## src/rtl/sift_out_pkg.sv

```systemverilog
// Shared types and helpers for the sift-out fault manager.
// Holds the FSM state encoding, the module count and the strike-counter width helper.
package sift_out_pkg;

    localparam int N_MOD = 3;

    typedef enum logic [2:0] {
        ST_IDLE    = 3'd0,
        ST_OBSERVE = 3'd1,
        ST_CLEAR   = 3'd2,
        ST_RECHECK = 3'd3,
        ST_LOCKED  = 3'd4
    } state_t;

    function automatic int strike_w(input int strike_max);
        return $clog2(strike_max + 1);
    endfunction

    function automatic logic two_or_more(input logic [N_MOD-1:0] v);
        int n;
        n = 0;
        for (int i = 0; i < N_MOD; i++) begin
            n += int'(v[i]);
        end
        return (n >= 2);
    endfunction

endpackage

```

## src/rtl/sift_out_strike_cnt.sv

```systemverilog
// Per-module saturating strike counter with synchronous clear.
// tc_hit flags the increment that brings the count up to STRIKE_MAX.
module sift_out_strike_cnt #(
    parameter int STRIKE_MAX = 3,
    parameter int SW         = 2
) (
    input  logic clk,
    input  logic rst_n,
    input  logic clr,
    input  logic inc,
    output logic tc_hit
);

    logic [SW-1:0] cnt_q, cnt_d;

    always_comb begin
        cnt_d = cnt_q;
        if (clr) begin
            cnt_d = '0;
        end else if (inc && (cnt_q != SW'(STRIKE_MAX))) begin
            cnt_d = cnt_q + SW'(1);
        end
    end

    always_ff @(posedge clk) begin
        if (!rst_n) begin
            cnt_q <= '0;
        end else begin
            cnt_q <= cnt_d;
        end
    end

    assign tc_hit = inc && !clr && (cnt_q == SW'(STRIKE_MAX - 1));

endmodule

```

## src/rtl/sift_out_fault_manager.sv

```systemverilog
// Sift-out fault manager: observes detector flags, issues one clear pulse per event,
// rechecks the flagged modules and permanently excludes repeat offenders.
module sift_out_fault_manager
    import sift_out_pkg::*;
#(
    parameter int HOLD_CYCLES = 4,
    parameter int STRIKE_MAX  = 3,
    parameter int CNT_W       = 8
) (
    input  logic             clk,
    input  logic             rst_n,
    input  logic [N_MOD-1:0] flag,
    output logic             K,
    output logic [N_MOD-1:0] excl,
    output logic             degraded,
    output logic             failed,
    output logic [CNT_W-1:0] event_cnt,
    output logic             busy
);

    localparam int TMR_W = (HOLD_CYCLES > 2) ? $clog2(HOLD_CYCLES) : 1;
    localparam int SW    = strike_w(STRIKE_MAX);
    localparam logic [TMR_W-1:0] TMR_LOAD = TMR_W'(HOLD_CYCLES - 1);

    state_t           state_q, state_d;
    logic [TMR_W-1:0] timer_q, timer_d;
    logic [N_MOD-1:0] mask_q, mask_d, refail_q, refail_d, pending_q, pending_d;
    logic [N_MOD-1:0] excl_q, excl_d;
    logic             k_q, k_d, degraded_q, degraded_d, failed_q, failed_d, busy_q, busy_d;
    logic [CNT_W-1:0] event_q, event_d;

    logic [N_MOD-1:0] live, refail_now, pend_now, seed;
    logic [N_MOD-1:0] strike_inc, strike_clr, strike_hit, excl_upd;
    logic             rc_end;

    assign live       = flag & ~excl_q;
    assign refail_now = refail_q | (live & mask_q);
    assign pend_now   = pending_q | (live & ~mask_q);
    assign seed       = live | pending_q;
    assign rc_end     = (state_q == ST_RECHECK) && (timer_q == '0);
    assign strike_inc = rc_end ? (mask_q & refail_now) : '0;
    assign strike_clr = rc_end ? (mask_q & ~refail_now) : '0;
    assign excl_upd   = excl_q | strike_hit;

    for (genvar i = 0; i < N_MOD; i++) begin : g_strike
        sift_out_strike_cnt #(
            .STRIKE_MAX(STRIKE_MAX),
            .SW        (SW)
        ) u_strike (
            .clk   (clk),
            .rst_n (rst_n),
            .clr   (strike_clr[i]),
            .inc   (strike_inc[i]),
            .tc_hit(strike_hit[i])
        );
    end

    always_comb begin
        state_d   = state_q;
        timer_d   = timer_q;
        mask_d    = mask_q;
        refail_d  = refail_q;
        pending_d = pending_q;
        excl_d    = excl_q;
        unique case (state_q)
            ST_IDLE: begin
                if (seed != '0) begin
                    mask_d    = seed;
                    pending_d = '0;
                    timer_d   = TMR_LOAD;
                    state_d   = ST_OBSERVE;
                end
            end
            ST_OBSERVE: begin
                mask_d = mask_q | live;
                if (timer_q == '0) begin
                    state_d = ST_CLEAR;
                end else begin
                    timer_d = timer_q - TMR_W'(1);
                end
            end
            ST_CLEAR: begin
                timer_d  = TMR_LOAD;
                refail_d = '0;
                state_d  = ST_RECHECK;
            end
            ST_RECHECK: begin
                refail_d  = refail_now;
                pending_d = pend_now;
                if (timer_q != '0) begin
                    timer_d = timer_q - TMR_W'(1);
                end else begin
                    // Window closed: commit exclusions, then retry, settle or lock.
                    excl_d = excl_upd;
                    if (two_or_more(excl_upd)) begin
                        state_d = ST_LOCKED;
                    end else if ((refail_now & ~excl_upd) != '0) begin
                        mask_d    = (refail_now | pend_now) & ~excl_upd;
                        pending_d = '0;
                        timer_d   = TMR_LOAD;
                        state_d   = ST_OBSERVE;
                    end else begin
                        mask_d    = '0;
                        pending_d = pend_now & ~excl_upd;
                        state_d   = ST_IDLE;
                    end
                end
            end
            ST_LOCKED: begin
                state_d = ST_LOCKED;
            end
            default: begin
                state_d = ST_IDLE;
            end
        endcase

        k_d        = (state_d == ST_CLEAR);
        event_d    = (k_d && (event_q != '1)) ? event_q + CNT_W'(1) : event_q;
        degraded_d = |excl_d;
        failed_d   = two_or_more(excl_d);
        busy_d     = (state_d != ST_IDLE);
    end

    always_ff @(posedge clk) begin
        if (!rst_n) begin
            state_q    <= ST_IDLE;
            timer_q    <= '0;
            mask_q     <= '0;
            refail_q   <= '0;
            pending_q  <= '0;
            excl_q     <= '0;
            k_q        <= 1'b0;
            event_q    <= '0;
            degraded_q <= 1'b0;
            failed_q   <= 1'b0;
            busy_q     <= 1'b0;
        end else begin
            state_q    <= state_d;
            timer_q    <= timer_d;
            mask_q     <= mask_d;
            refail_q   <= refail_d;
            pending_q  <= pending_d;
            excl_q     <= excl_d;
            k_q        <= k_d;
            event_q    <= event_d;
            degraded_q <= degraded_d;
            failed_q   <= failed_d;
            busy_q     <= busy_d;
        end
    end

    assign K         = k_q;
    assign excl      = excl_q;
    assign degraded  = degraded_q;
    assign failed    = failed_q;
    assign event_cnt = event_q;
    assign busy      = busy_q;

endmodule
```

## config.mk

```make
export PLATFORM = sky130hd
export DESIGN_NAME = sift_out_fault_manager
export DESIGN_NICKNAME = d
export VERILOG_FILES = /design/src/rtl/sift_out_pkg.sv /design/src/rtl/sift_out_strike_cnt.sv /design/src/rtl/sift_out_fault_manager.sv
export SDC_FILE = /design/constraint.sdc
export NUM_CORES = 1
export LEC_CHECK = 0
export CAP_MARGIN = 20
export CORE_MARGIN = 5
export CORE_UTILIZATION = 40
export DETAILED_ROUTE_END_ITERATION = 16
export PLACE_DENSITY_LB_ADDON = 0.2
export SLEW_MARGIN = 0
export SYNTH_ARGS = -nofsm -noshare
export SYNTH_HDL_FRONTEND = slang
export SYNTH_SLANG_ARGS = --single-unit
```

## constraint.sdc

```tcl
create_clock -name clk -period 6.8 [get_ports clk]
set_input_delay 2.04 -clock clk [delete_from_list [all_inputs] [get_ports clk]]
set_output_delay 2.04 -clock clk [all_outputs]
set_load 0.03 [all_outputs]
```

==> run summary, run 1 <==
number of global-route vias before repair = 1,446
crit-path leading delay family = compound AO/OA/AOI/OAI gates
Overflow after GRT = 0
worst skew pair latency = 0.28 ns
mapped cell area = 1830 um2
max_slew headroom = 38.5%
Die Ht = 77.6 um
Avg Inst Size Synth = 8.42 um2
total iterations of the first detailed-routing run = 4
Wirelength per Cell = 13.5 um
Hold Path Class = reg -> reg
Critical Path Fanout Max = 6
CP peak stage delay = 0.43 ns
asr flop ratio synth = 0%
RD Place Congestion = 0.843
CTS H-tree lvls = 2
Main synth FF type = dfxtp_1
Initial Util = 41.7%
crit path capture type = flip-flop
Max Root-Sink Buffers = 2
area grow syn2layout = 15.3%
FMAX = 0.247 GHz
number of flops mapped to enable cells by yosys = 0
Critical Path Slowest Stage Cell = clkdlybuf4s50_1
nets@finish = 248
overall routed net length = 3.88 mm
total number of vias = 1,558
Critical Path AT = 4.24 ns
crit-path cells = clkdlybuf4s50_1 > or2_0 > a41oi_2 > inv_2 > maj3_2 > o32ai_1 > nor2_1 > a311oi_1
post-synthesis register bit count = 35
TNS Setup = 0 ns
Antenna diodes = 0
initial antenna violation count = 0
hold_ws = 0.515 ns
Clock power frac = 31.2%
outcome = finished clean
DRT iter0 DRCs = 115
DRC Markers = 0
largest net degree at the start of global routing = 30
Pwr Density = 219 nW/um2
cts bufs inserted = 5
post_cts resized = 0
fillcell total = 438
fin. max-slew vios = 0
post-DP HPWL = 2.81 mm
DRT antenna net count = 0
Flop pwr share = 50.4%
Leakage = 0.777 nW
Synthesis Warnings = 0
CTS root buf = clkbuf_8
Yosys cell types = 43
P_sw = 0.139 mW
maximum vdd ir drop = 0.139 mV
syn nets = 231
Seq/Total Area, Yosys = 38.4%
CTS sink cnt = 35
CP bufs+invs = 2
RSZ-0062 raised after global routing = no
Net Sw Frac = 30.2%
Final period util = 59.5%
DIE WIDTH = 77.6 um
layout cells sized above 1 = 6.38%
port bufs = 19
final hold violation count = 0
final setup violation count = 0
actual slew at the worst max-slew pin = 0.921 ns
CORE AREA = 4380 um2
CP required = 6.99 ns
CTS tree = yes
CP Launch Type = primary input
Via density = 5.43
combinational power share = 18.4%
Site Rows = 24
first-pass GRT wire length = 6.73 mm
critical path class = in -> reg
gr usage total = 13.7%
Post CTS Setup Buffer Count = 0
die area = 6020 um2
internal power of the cells = 0.322 mW
Max-Cap Viols = 0
Syn Inst Count = 217
clock slew at reported path FFs = 0.07 ns
I/O pin total = 20
Tmin final = 4.05 ns
hold_buf cts = 0
Setup Skew = 0.00301 ns
-- per-layer routing --
metal	wire (um)	vias to the layer above	GRT usage [%]
li1	-	813	-
met1	1890	702	18.7
met2	1740	37	20.1
met3	199	6	4.51
met4	53	0	4.81
met5	0	-	0
-- worst reg2reg max path: cells and delay by family, from the launching register on --
kind,cells,cell delay [ns]
AO/OA/AOI/OAI,3,0.99
adder cells (fa/ha/maj),2,0.61
AND/OR/NAND/NOR,2,0.36
flip-flops,1,0.35
buffers and inverters,2,0.14
-- stage by stage --
step           total power, mW  worst slack [ns]  utilization (%)  instance area [um2]  cells
6_report                 0.461              2.75             48.0                 2110    287
5_1_grt                  0.489              2.60             48.0                 2110    287
4_1_cts                  0.466              2.75             48.0                 2110    287
3_5_place_dp             0.322              2.46             46.2                 2020    279
3_3_place_gp             0.322              2.48             46.2                 2020    279
2_1_floorplan            0.300              3.19                -                 1830    217
-- power by group through the flow --
stage | clock, mW | sequential [mW] | combinational, mW
after floorplan | 0 | 0.234 | 0.0662
after detailed placement | 0 | 0.237 | 0.0848
after global placement | 0 | 0.237 | 0.0849
after global routing | 0.160 | 0.235 | 0.0946
after CTS | 0.149 | 0.232 | 0.0851
final | 0.144 | 0.233 | 0.0850
-- kinds of logic (layout without fill, tap and decap cells) --
logic type | after synthesis | in the layout | share of synthesized area (%)
mux | 1 | 1 | 0.548
simple gates | 87 | 87 | 24.2
flops | 35 | 35 | 38.4
compound gates | 54 | 54 | 20.4
xor+xnor | 8 | 8 | 3.84
buf+inv | 22 | 40 | 5.82
fa+ha+maj | 10 | 10 | 6.78
-- layout by cell type, fill, tap and decap left out, drive strengths merged, types with 2 or more instances in the layout --
cell / count
o21ai: 6
o21bai: 3
and3: 3
inv: 13
a21oi: 21
a31oi: 3
dfxtp: 35
nor3: 10
nor2b: 5
clkdlybuf4s50: 19
a41o: 2
clkbuf: 7
a311oi: 7
ha: 9
xnor2: 2
xor2: 6
and2: 5
a211oi: 4
nor4: 6
nand2: 12
or2: 5
nand2b: 2
nand4: 2
o31ai: 2
o41ai: 2
nor2: 31
or4: 2
-- cells in the mapped netlist, types with 6 or more instances --
cell type | n | area share [%]
o21ai_0 | 6 | 1.6
inv_1 | 12 | 2.5
xor2_1 | 6 | 2.9
dfxtp_1 | 35 | 38
nor2_1 | 31 | 6.4
nand2_1 | 12 | 2.5
a21oi_1 | 21 | 5.8
nor3_1 | 9 | 2.5
ha_1 | 9 | 6.2
a311oi_1 | 6 | 2.9
nor4_1 | 6 | 2.1
-- worst paths after layout --
kind | start | to | slack, ns | depth (start not counted)
worst min register to register | timer_q[1] | timer_q[1] | 0.52 | 2
worst max-delay path | flag[0] | mask_q[2] | 2.75 | 8
worst max register to register | timer_q[0] | mask_q[2] | 4.26 | 9
worst min-delay path | timer_q[1] | timer_q[1] | 0.52 | 2
-- sequential cells by signal, indices dropped and copies added, names as in the netlist --
name / cells
excl: 3
busy: 1
g_strike.u_strike.cnt_q: 6
K: 1
pending_q: 3
state_q: 3
timer_q: 2
event_cnt: 8
degraded: 1
failed: 1
refail_q: 3
mask_q: 3
-- area by class of cell --
type / instances / area [um2] / share of cell area, %
Timing Repair Buffer: 19 / 190 / 9.03
Tap cell: 52 / 65.1 / 3.09
Multi-Input combinational cell: 160 / 1020 / 48.4
Clock inverter: 1 / 5.00 / 0.238
Clock buffer: 7 / 76.3 / 3.62
Inverter: 13 / 48.8 / 2.32
Sequential cell: 35 / 701 / 33.3
Power figures use the tool's default switching activity.
==> run 2, diff against run 1 <==
==> constraint.sdc (replaced) <==
create_clock -name clk -period 3.73 [get_ports clk]
set_input_delay 1.119 -clock clk [delete_from_list [all_inputs] [get_ports clk]]
set_output_delay 1.119 -clock clk [all_outputs]
set_load 0.03 [all_outputs]
==> run 2 against run 1 <==
- via count barely moved
- count of clock-buffer cells in the layout is 1 lower
- combinational power increased by 82%
- largest cell class unchanged
- largest power group unchanged
==> run summary, run 2 (synthesis gave the netlist of run 1 again) <==
P_sw = 0.259 mW (+86%)
TNS Setup = 0 ns (unchanged)
Max-Cap Viols = 0 (unchanged)
final hold violation count = 0 (unchanged)
Tmin final = 3.11 ns
Critical Path Fanout Max = 6 (unchanged)
CP required = 3.91 ns (-3.08 ns)
Pwr Density = 435 nW/um2 (+98%)
number of global-route vias before repair = 1,445 (-0.069%)
design area = 2140 um2 (+1.7%)
most frequent cells in the layout = dfxtp_1, nor2_1, a21oi_1
Total Power = 0.931 mW (+100%)
Initial Util = 41.7% (unchanged)
CORE AREA = 4380 um2 (unchanged)
layout cells sized above 1 = 7.23% (+0.85 points)
worst skew pair latency = 0.28 ns (about the same)
area grow syn2layout = 17.3%
total number of vias = 1,559 (+0.064%)
overall routed net length = 3.88 mm (about the same)
total iterations of the first detailed-routing run = 4 (unchanged)
CP Launch Type = primary input
fin. max-slew vios = 0 (unchanged)
Max Root-Sink Buffers = 2 (unchanged)
internal power of the cells = 0.672 mW (+110%)
Clock power frac = 37.8% (+6.6 points)
FMAX = 0.321 GHz
most common cell after layout, fill and taps aside = dfxtp_1
post_cts resized = 0 (unchanged)
max reg flops = 8 (unchanged)
gr usage total = 13.3% (-0.40 points)
post-DP HPWL = 2.75 mm (-2.1%)
Overflow after GRT = 0 (unchanged)
actual slew at the worst max-slew pin = 0.901 ns (-0.0197 ns)
Hold Path Class = reg -> reg
initial antenna violation count = 0 (unchanged)
CTS sink cnt = 35 (unchanged)
Setup Skew = 0.00470 ns (+0.00169 ns)
port bufs = 19 (unchanged)
cts bufs inserted = 5 (unchanged)
combinational power share = 16.6% (-1.8 points)
max_slew headroom = 39.9% (+1.3 points)
CTS H-tree lvls = 2 (unchanged)
Site Rows = 24 (unchanged)
outcome = finished clean
largest net degree at the start of global routing = 30 (unchanged)
hold_ws = 0.519 ns (+0.00413 ns)
Wirelength per Cell = 13.5 um (about the same)
Die Ht = 77.6 um (unchanged)
first-pass GRT wire length = 6.59 mm (-2.2%)
nets@finish = 248 (unchanged)
critical path class = in -> reg
RD Place Congestion = 0.823 (-2.4%)
I/O pin total = 20 (unchanged)
Leakage = 0.796 nW (+2.4%)
crit path capture type = flip-flop
hold_buf cts = 0 (unchanged)
final setup violation count = 0 (unchanged)
clock slew at reported path FFs = 0.07 ns (about the same)
RSZ-0062 raised after global routing = no
Antenna diodes = 0 (unchanged)
Flop pwr share = 45.6% (-4.8 points)
CTS tree = yes
DIE WIDTH = 77.6 um (unchanged)
Util after Layout = 48.9% (+0.83 points)
die area = 6020 um2 (unchanged)
Post-DP Area = 2020 um2 (unchanged)
Final period util = 83.5%
Critical Path AT = 3.30 ns (-0.94 ns)
DRC Markers = 0 (unchanged)
Via density = 5.43 (about the same)
DRT antenna net count = 0 (unchanged)
fillcell total = 450 (+2.7%)
maximum vdd ir drop = 0.308 mV (+120%)
Net Sw Frac = 27.8% (-2.4 points)
CTS root buf = clkbuf_8
DRT iter0 DRCs = 81 (-30%)
Post CTS Setup Buffer Count = 0 (unchanged)
[run 2: changes by cell type in the layout (fill, tap and decap cells not counted), sizes merged]
cell	before	now
bufinv	0	1
clkbuf	7	6
[run 2: per-stage QoR]
step,setup WS (ns),cells
6_report,0.616,287
4_1_cts,0.628,287
5_1_grt,0.515,287
2_1_floorplan,1.04,217
3_3_place_gp,0.340,279
3_5_place_dp,0.345,279
[run 2: path summary, 6_finish.rpt]
kind                            startpoint    endpoint  slack, ns  depth (start not counted)
worst max-delay path               flag[2]   mask_q[2]       0.62                          7
worst min-delay path            timer_q[1]  timer_q[1]       0.52                          2
worst max register to register  timer_q[0]   mask_q[2]       1.19                          9
worst min register to register  timer_q[1]  timer_q[1]       0.52                          2
[run 2: layout make-up]
type                            count  area (um2)  share of cell area, %
Sequential cell                    35         701                   32.7
Tap cell                           52        65.1                   3.04
Multi-Input combinational cell    160        1020                   47.6
Clock buffer                        6        82.6                   3.86
Timing Repair Buffer               19         190                   8.88
Clock inverter                      2        35.0                   1.64
Inverter                           13        48.8                   2.28
[run 2: critical path, stage by stage]
cell and delay, ns:
clkdlybuf4s50_1 0.44, or2_2 0.30, a41o_1 0.32, maj3_2 0.35, o32ai_1 0.42, nor2_1 0.08
a311oi_1 0.27
[run 2: power groups by stage]
stage                     Clock, mW  Combinational (mW)  Sequential [mW]
after floorplan                   0               0.121            0.426
after global placement            0               0.155            0.432
after detailed placement          0               0.153            0.432
after CTS                     0.362               0.155            0.423
after global routing          0.378               0.174            0.428
final                         0.352               0.155            0.425
[run 2: metal layers]
layer	GRT usage, %	vias up	routed length, um
met5	0	-	0
met3	3.24	5	119
li1	-	812	-
met2	19.9	26	1800
met1	18.3	716	1910
met4	5.50	0	53
==> run 3, diff against run 2 <==
==> constraint.sdc (replaced) <==
create_clock -name clk -period 2.6 [get_ports clk]
set_input_delay 0.78 -clock clk [delete_from_list [all_inputs] [get_ports clk]]
set_output_delay 0.78 -clock clk [all_outputs]
set_load 0.03 [all_outputs]
==> run 3 against run 2 <==
- hold slack got worse by 0.030 ns
- setup slack got worse by 0.54 ns
- largest cell class unchanged
- critical path type unchanged
- cell count rose by 7.3%
- clock skew rose by 0.0026 ns
- global-route usage rose by 2.3 points
- design area rose by 8.8%
- die area did not move
- first-iteration DRC count fell by 23%
==> run summary, run 3 (synthesis gave the netlist of run 1 again) <==
gr usage total = 15.6% (+2.3 points)
layout cells sized above 1 = 16.0% (+8.8 points)
Wirelength per Cell = 13.8 um (+1.9%)
post-DP HPWL = 3.17 mm (+15%)
DP Cell Count = 300 (+7.5%)
DRT iter0 DRCs = 62 (-23%)
CTS H-tree lvls = 2 (unchanged)
CP Launch Type = primary input
number of global-route vias before repair = 1,599 (+11%)
maximum vdd ir drop = 0.367 mV (+19%)
CP required = 2.80 ns (-1.11 ns)
nets@finish = 269 (+8.5%)
die area = 6020 um2 (unchanged)
Final period util = 96.9%
Post-DP Area = 2180 um2 (+7.8%)
final hold violation count = 0 (unchanged)
R2R depth = 10 (+1)
CP peak stage delay = 0.56 ns (+0.12 ns)
CTS root buf = clkbuf_8
Initial Util = 41.7% (unchanged)
total iterations of the first detailed-routing run = 4 (unchanged)
hold depth = 2 (unchanged)
initial antenna violation count = 0 (unchanged)
CTS tree = yes
Finished Layout Cells = 308 (+7.3%)
CORE AREA = 4380 um2 (unchanged)
most frequent cells in the layout = dfxtp_1, nor2_1, a21oi_1, buf_4, clkdlybuf4s50_1
hold path endpoint = timer_q[1]
Die Ht = 77.6 um (unchanged)
clock slew at reported path FFs = 0.07 ns (about the same)
Reg2Reg Launch Point = timer_q[0]
largest net degree at the start of global routing = 14 (-53%)
total number of vias = 1,659 (+6.4%)
Setup Skew = 0.00734 ns (+0.00264 ns)
Critical Path Fanout Max = 6 (unchanged)
pre-CTS setup slack = -0.337 ns (-0.682 ns)
Via density = 5.39 (-0.84%)
area grow syn2layout = 27.5%
actual slew at the worst max-slew pin = 0.592 ns (-0.309 ns)
Tmin final = 2.52 ns
Hold Path Class = reg -> reg
max_slew headroom = 60.5% (+21 points)
crit path capture type = flip-flop
cts bufs inserted = 5 (unchanged)
CTS sink cnt = 35 (unchanged)
Site Rows = 24 (unchanged)
critical path class = in -> reg
overall routed net length = 4.24 mm (+9.3%)
design area = 2330 um2 (+8.8%)
Max-Cap Viols = 0 (unchanged)
Overflow after GRT = 0 (unchanged)
DIE WIDTH = 77.6 um (unchanged)
worst skew pair latency = 0.29 ns (about the same)
Antenna diodes = 0 (unchanged)
port bufs = 19 (unchanged)
DRT antenna net count = 0 (unchanged)
FMAX = 0.397 GHz
first-pass GRT wire length = 7.67 mm (+16%)
hold_ws = 0.489 ns (-0.0300 ns)
RSZ-0062 raised after global routing = no
hold path start = timer_q[1]
reg2reg end = pending_q[1]
Pwr Density = 594 nW/um2 (+37%)
RD Place Congestion = 0.844 (+2.5%)
Final WS setup = 0.0795 ns (-0.536 ns)
max reg flops = 8 (unchanged)
most common cell after layout, fill and taps aside = dfxtp_1
Critical Path Slowest Stage Cell = or4b_1
fin. max-slew vios = 0 (unchanged)
Critical Path AT = 2.72 ns (-0.58 ns)
fillcell total = 422 (-6.2%)
final setup violation count = 0 (unchanged)
outcome = finished clean
R2R Setup Slk = 0.31 ns (-0.88 ns)
DRC Markers = 0 (unchanged)
Leakage = 0.923 nW (+16%)
Max Root-Sink Buffers = 2 (unchanged)
crit-path cells = clkdlybuf4s50_1 > nor2b_1 > or4b_1 > o41ai_2 > o31ai_4 > a311oi_1
I/O pin total = 20 (unchanged)
run 3: cell count changes in the layout (fill, tap and decap cells not counted), sizes merged:
cell	before	now
clkbuf	6	5
dlymetal6s2s	0	2
clkinv	1	2
clkdlybuf4s50	19	17
buf	0	21
run 3: per-layer routing:
metal | global-route usage [%] | vias to the layer above | part of all wire [%]
met4 | 7.04 | 0 | 2.0
met2 | 24.0 | 24 | 45
met1 | 20.5 | 772 | 49
li1 | - | 856 | -
met5 | 0 | - | 0
met3 | 3.82 | 7 | 3.9
run 3: stage by stage:
| step | utilization [%] | TNS (ns) | power [mW] |
|---|---|---|---|
| after global placement | 49.8 | -1.84 | 0.887 |
| final | 53.1 | 0 | 1.38 |
| after global routing | 53.1 | 0 | 1.46 |
| after detailed placement | 49.8 | -2.12 | 0.887 |
| after CTS | 52.7 | 0 | 1.40 |
| after floorplan | - | 0 | 0.785 |
run 3: worst max-delay path, delay by kind of cell:
family	cells	cell delay, ns
AOI/OAI and AO/OA	3	0.79
buffers and inverters	1	0.43
and+or+nand+nor	2	0.72
run 3: repair_timing:
action                                  CTS  global route
hold buffers                              0             0
buffers inserted                          0             0
resized for setup                         2             6
endpoints found under the setup margin    1             9
pin swaps                                 0             9
run 3: where the power goes:
group	leakage [nW]	switching [mW]	internal (mW)
Combinational	0.580	0.158	0.129
Clock	0.0581	0.208	0.285
Sequential	0.285	0.0366	0.566
run 3: worst max path at each step:
stage,start,to,slack [ns],depth (start not counted)
after detailed placement,flag[1],timer_q[1],-0.34,7
after global placement,flag[1],timer_q[1],-0.25,7
after floorplan,flag[1],timer_q[1],0.25,6
after global routing,flag[1],timer_q[0],0.0003,7
after CTS,flag[1],mask_q[2],0.07,8
final,flag[1],timer_q[1],0.08,6
run 3: cell type report:
type	count	area (um2)	share of cell area, %
Multi-Input combinational cell	160	1050	45.1
Sequential cell	35	701	30.1
Timing Repair Buffer	40	353	15.1
Clock buffer	5	68.8	2.95
Tap cell	52	65.1	2.79
Inverter	13	48.8	2.09
Clock inverter	3	43.8	1.88
==> RTL change, RTL diff (settings of run 3) <==
Change the parameter `HOLD_CYCLES` from 4 to 2.
--- a/src/rtl/sift_out_fault_manager.sv
+++ b/src/rtl/sift_out_fault_manager.sv
@@ -5,3 +5,3 @@
 #(
-    parameter int HOLD_CYCLES = 4,
+    parameter int HOLD_CYCLES = 2,
     parameter int STRIKE_MAX  = 3,
Behaviour: not the same (a bounded check fails within 4 cycles, from zero or initial values and one cycle with rst_n low).
==> RTL change against run 3 <==
  * Final area rose by 5.5%
  * Total power shrank 13%
  * Critical path depth up 1
  * Routed wire length is 11% higher
  * Synthesized cell count rose by 6.9%
  * Worst setup slack gained 78 ps
  * Core utilization fell by 1.8 points
  * Non-clock buffer count up 1
  * Sequential cell count fell by 1
  * Area after synthesis grew 8.8%
  * Largest power group unchanged
==> RTL change: results (changes against run 3) <==
| Metric | Value |
|---|---|
| Area of the multi-input gates | 0.00121 mm2 (+15%) |
| DRT Wirelength | 4690 um (+11%) |
| P_clk | 0.000396 W (-20%) |
| Tot GR Track Use | 0.158 (+0.00267) |
| Sequential fraction of design power | 0.474 (+0.038) |
| Max Fanout on Critical Path | 4 (-2) |
| Fmax | 409 MHz (+3.2%) |
| Synth-to-Final Area Change | 23.7% |
| Routability cong. | 0.848 (+0.52%) |
| Status | finished clean |
| Peak supply drop | 0.000281 V (-24%) |
| Nets | 281 (+4.5%) |
| First-pass GRT wire length | 7970 um (+3.9%) |
| Worst-Margin Slew | 491 ps (-101 ps) |
| CP endpoint | timer_q |
| Worst hold path endpoint | event_cnt[1] |
| Share of cells above drive strength 1 | 0.141 (-0.0189) |
| Sequential area share after synthesis | 0.343 (-0.0410) |
| DP Worst Slack | -118 ps (+219 ps) |
| Clock buf count | 7 (+2) |
| Drt wl/cell | 14.0 um (+1.4%) |
| Commonest cells in the netlist | dfxtp_1, a21oi_1, nand2_1 |
| Vias in the first global route | 1708 (+6.8%) |
| Seq Cell Count | 34 (-2.9%) |
| Worst path slowest cell | clkdlybuf4s50_1 |
| Fillers | 457 (+8.3%) |
| Seq/total area | 0.277 (-0.0239) |
| R2R Setup Slk | 480 ps (+170 ps) |
| Placed insts | 328 (+9.3%) |
| Drt initial violations | 99 (+60%) |
| Critical R2R Launch | timer_q |
## RTL change: changes by cell type after synthesis, sizes merged, moves of 5 or more
cell / delta
o21ai: +6
nor2b: +8
and2: +7
nand2: +5
a21o: +5
nor3: -6
nor2: -22
## RTL change: logic make-up after synthesis
logic type,after synthesis,synth area share
simple gates,82,0.240
compound gates,73,0.257
flops,34,0.343
buf+inv,22,0.0485
fa+ha+maj,9,0.0560
xor+xnor,7,0.0309
mux,5,0.0252
## RTL change: metal layers
layer / share of wire / wire length, um / vias to the layer above / GRT usage
met1: 0.49 / 2290 / 855 / 0.209
met3: 0.046 / 218 / 6 / 0.0381
met5: 0 / 0 / - / 0
met4: 0.012 / 57 / 0 / 0.0557
met2: 0.45 / 2130 / 47 / 0.250
li1: - / - / 921 / -
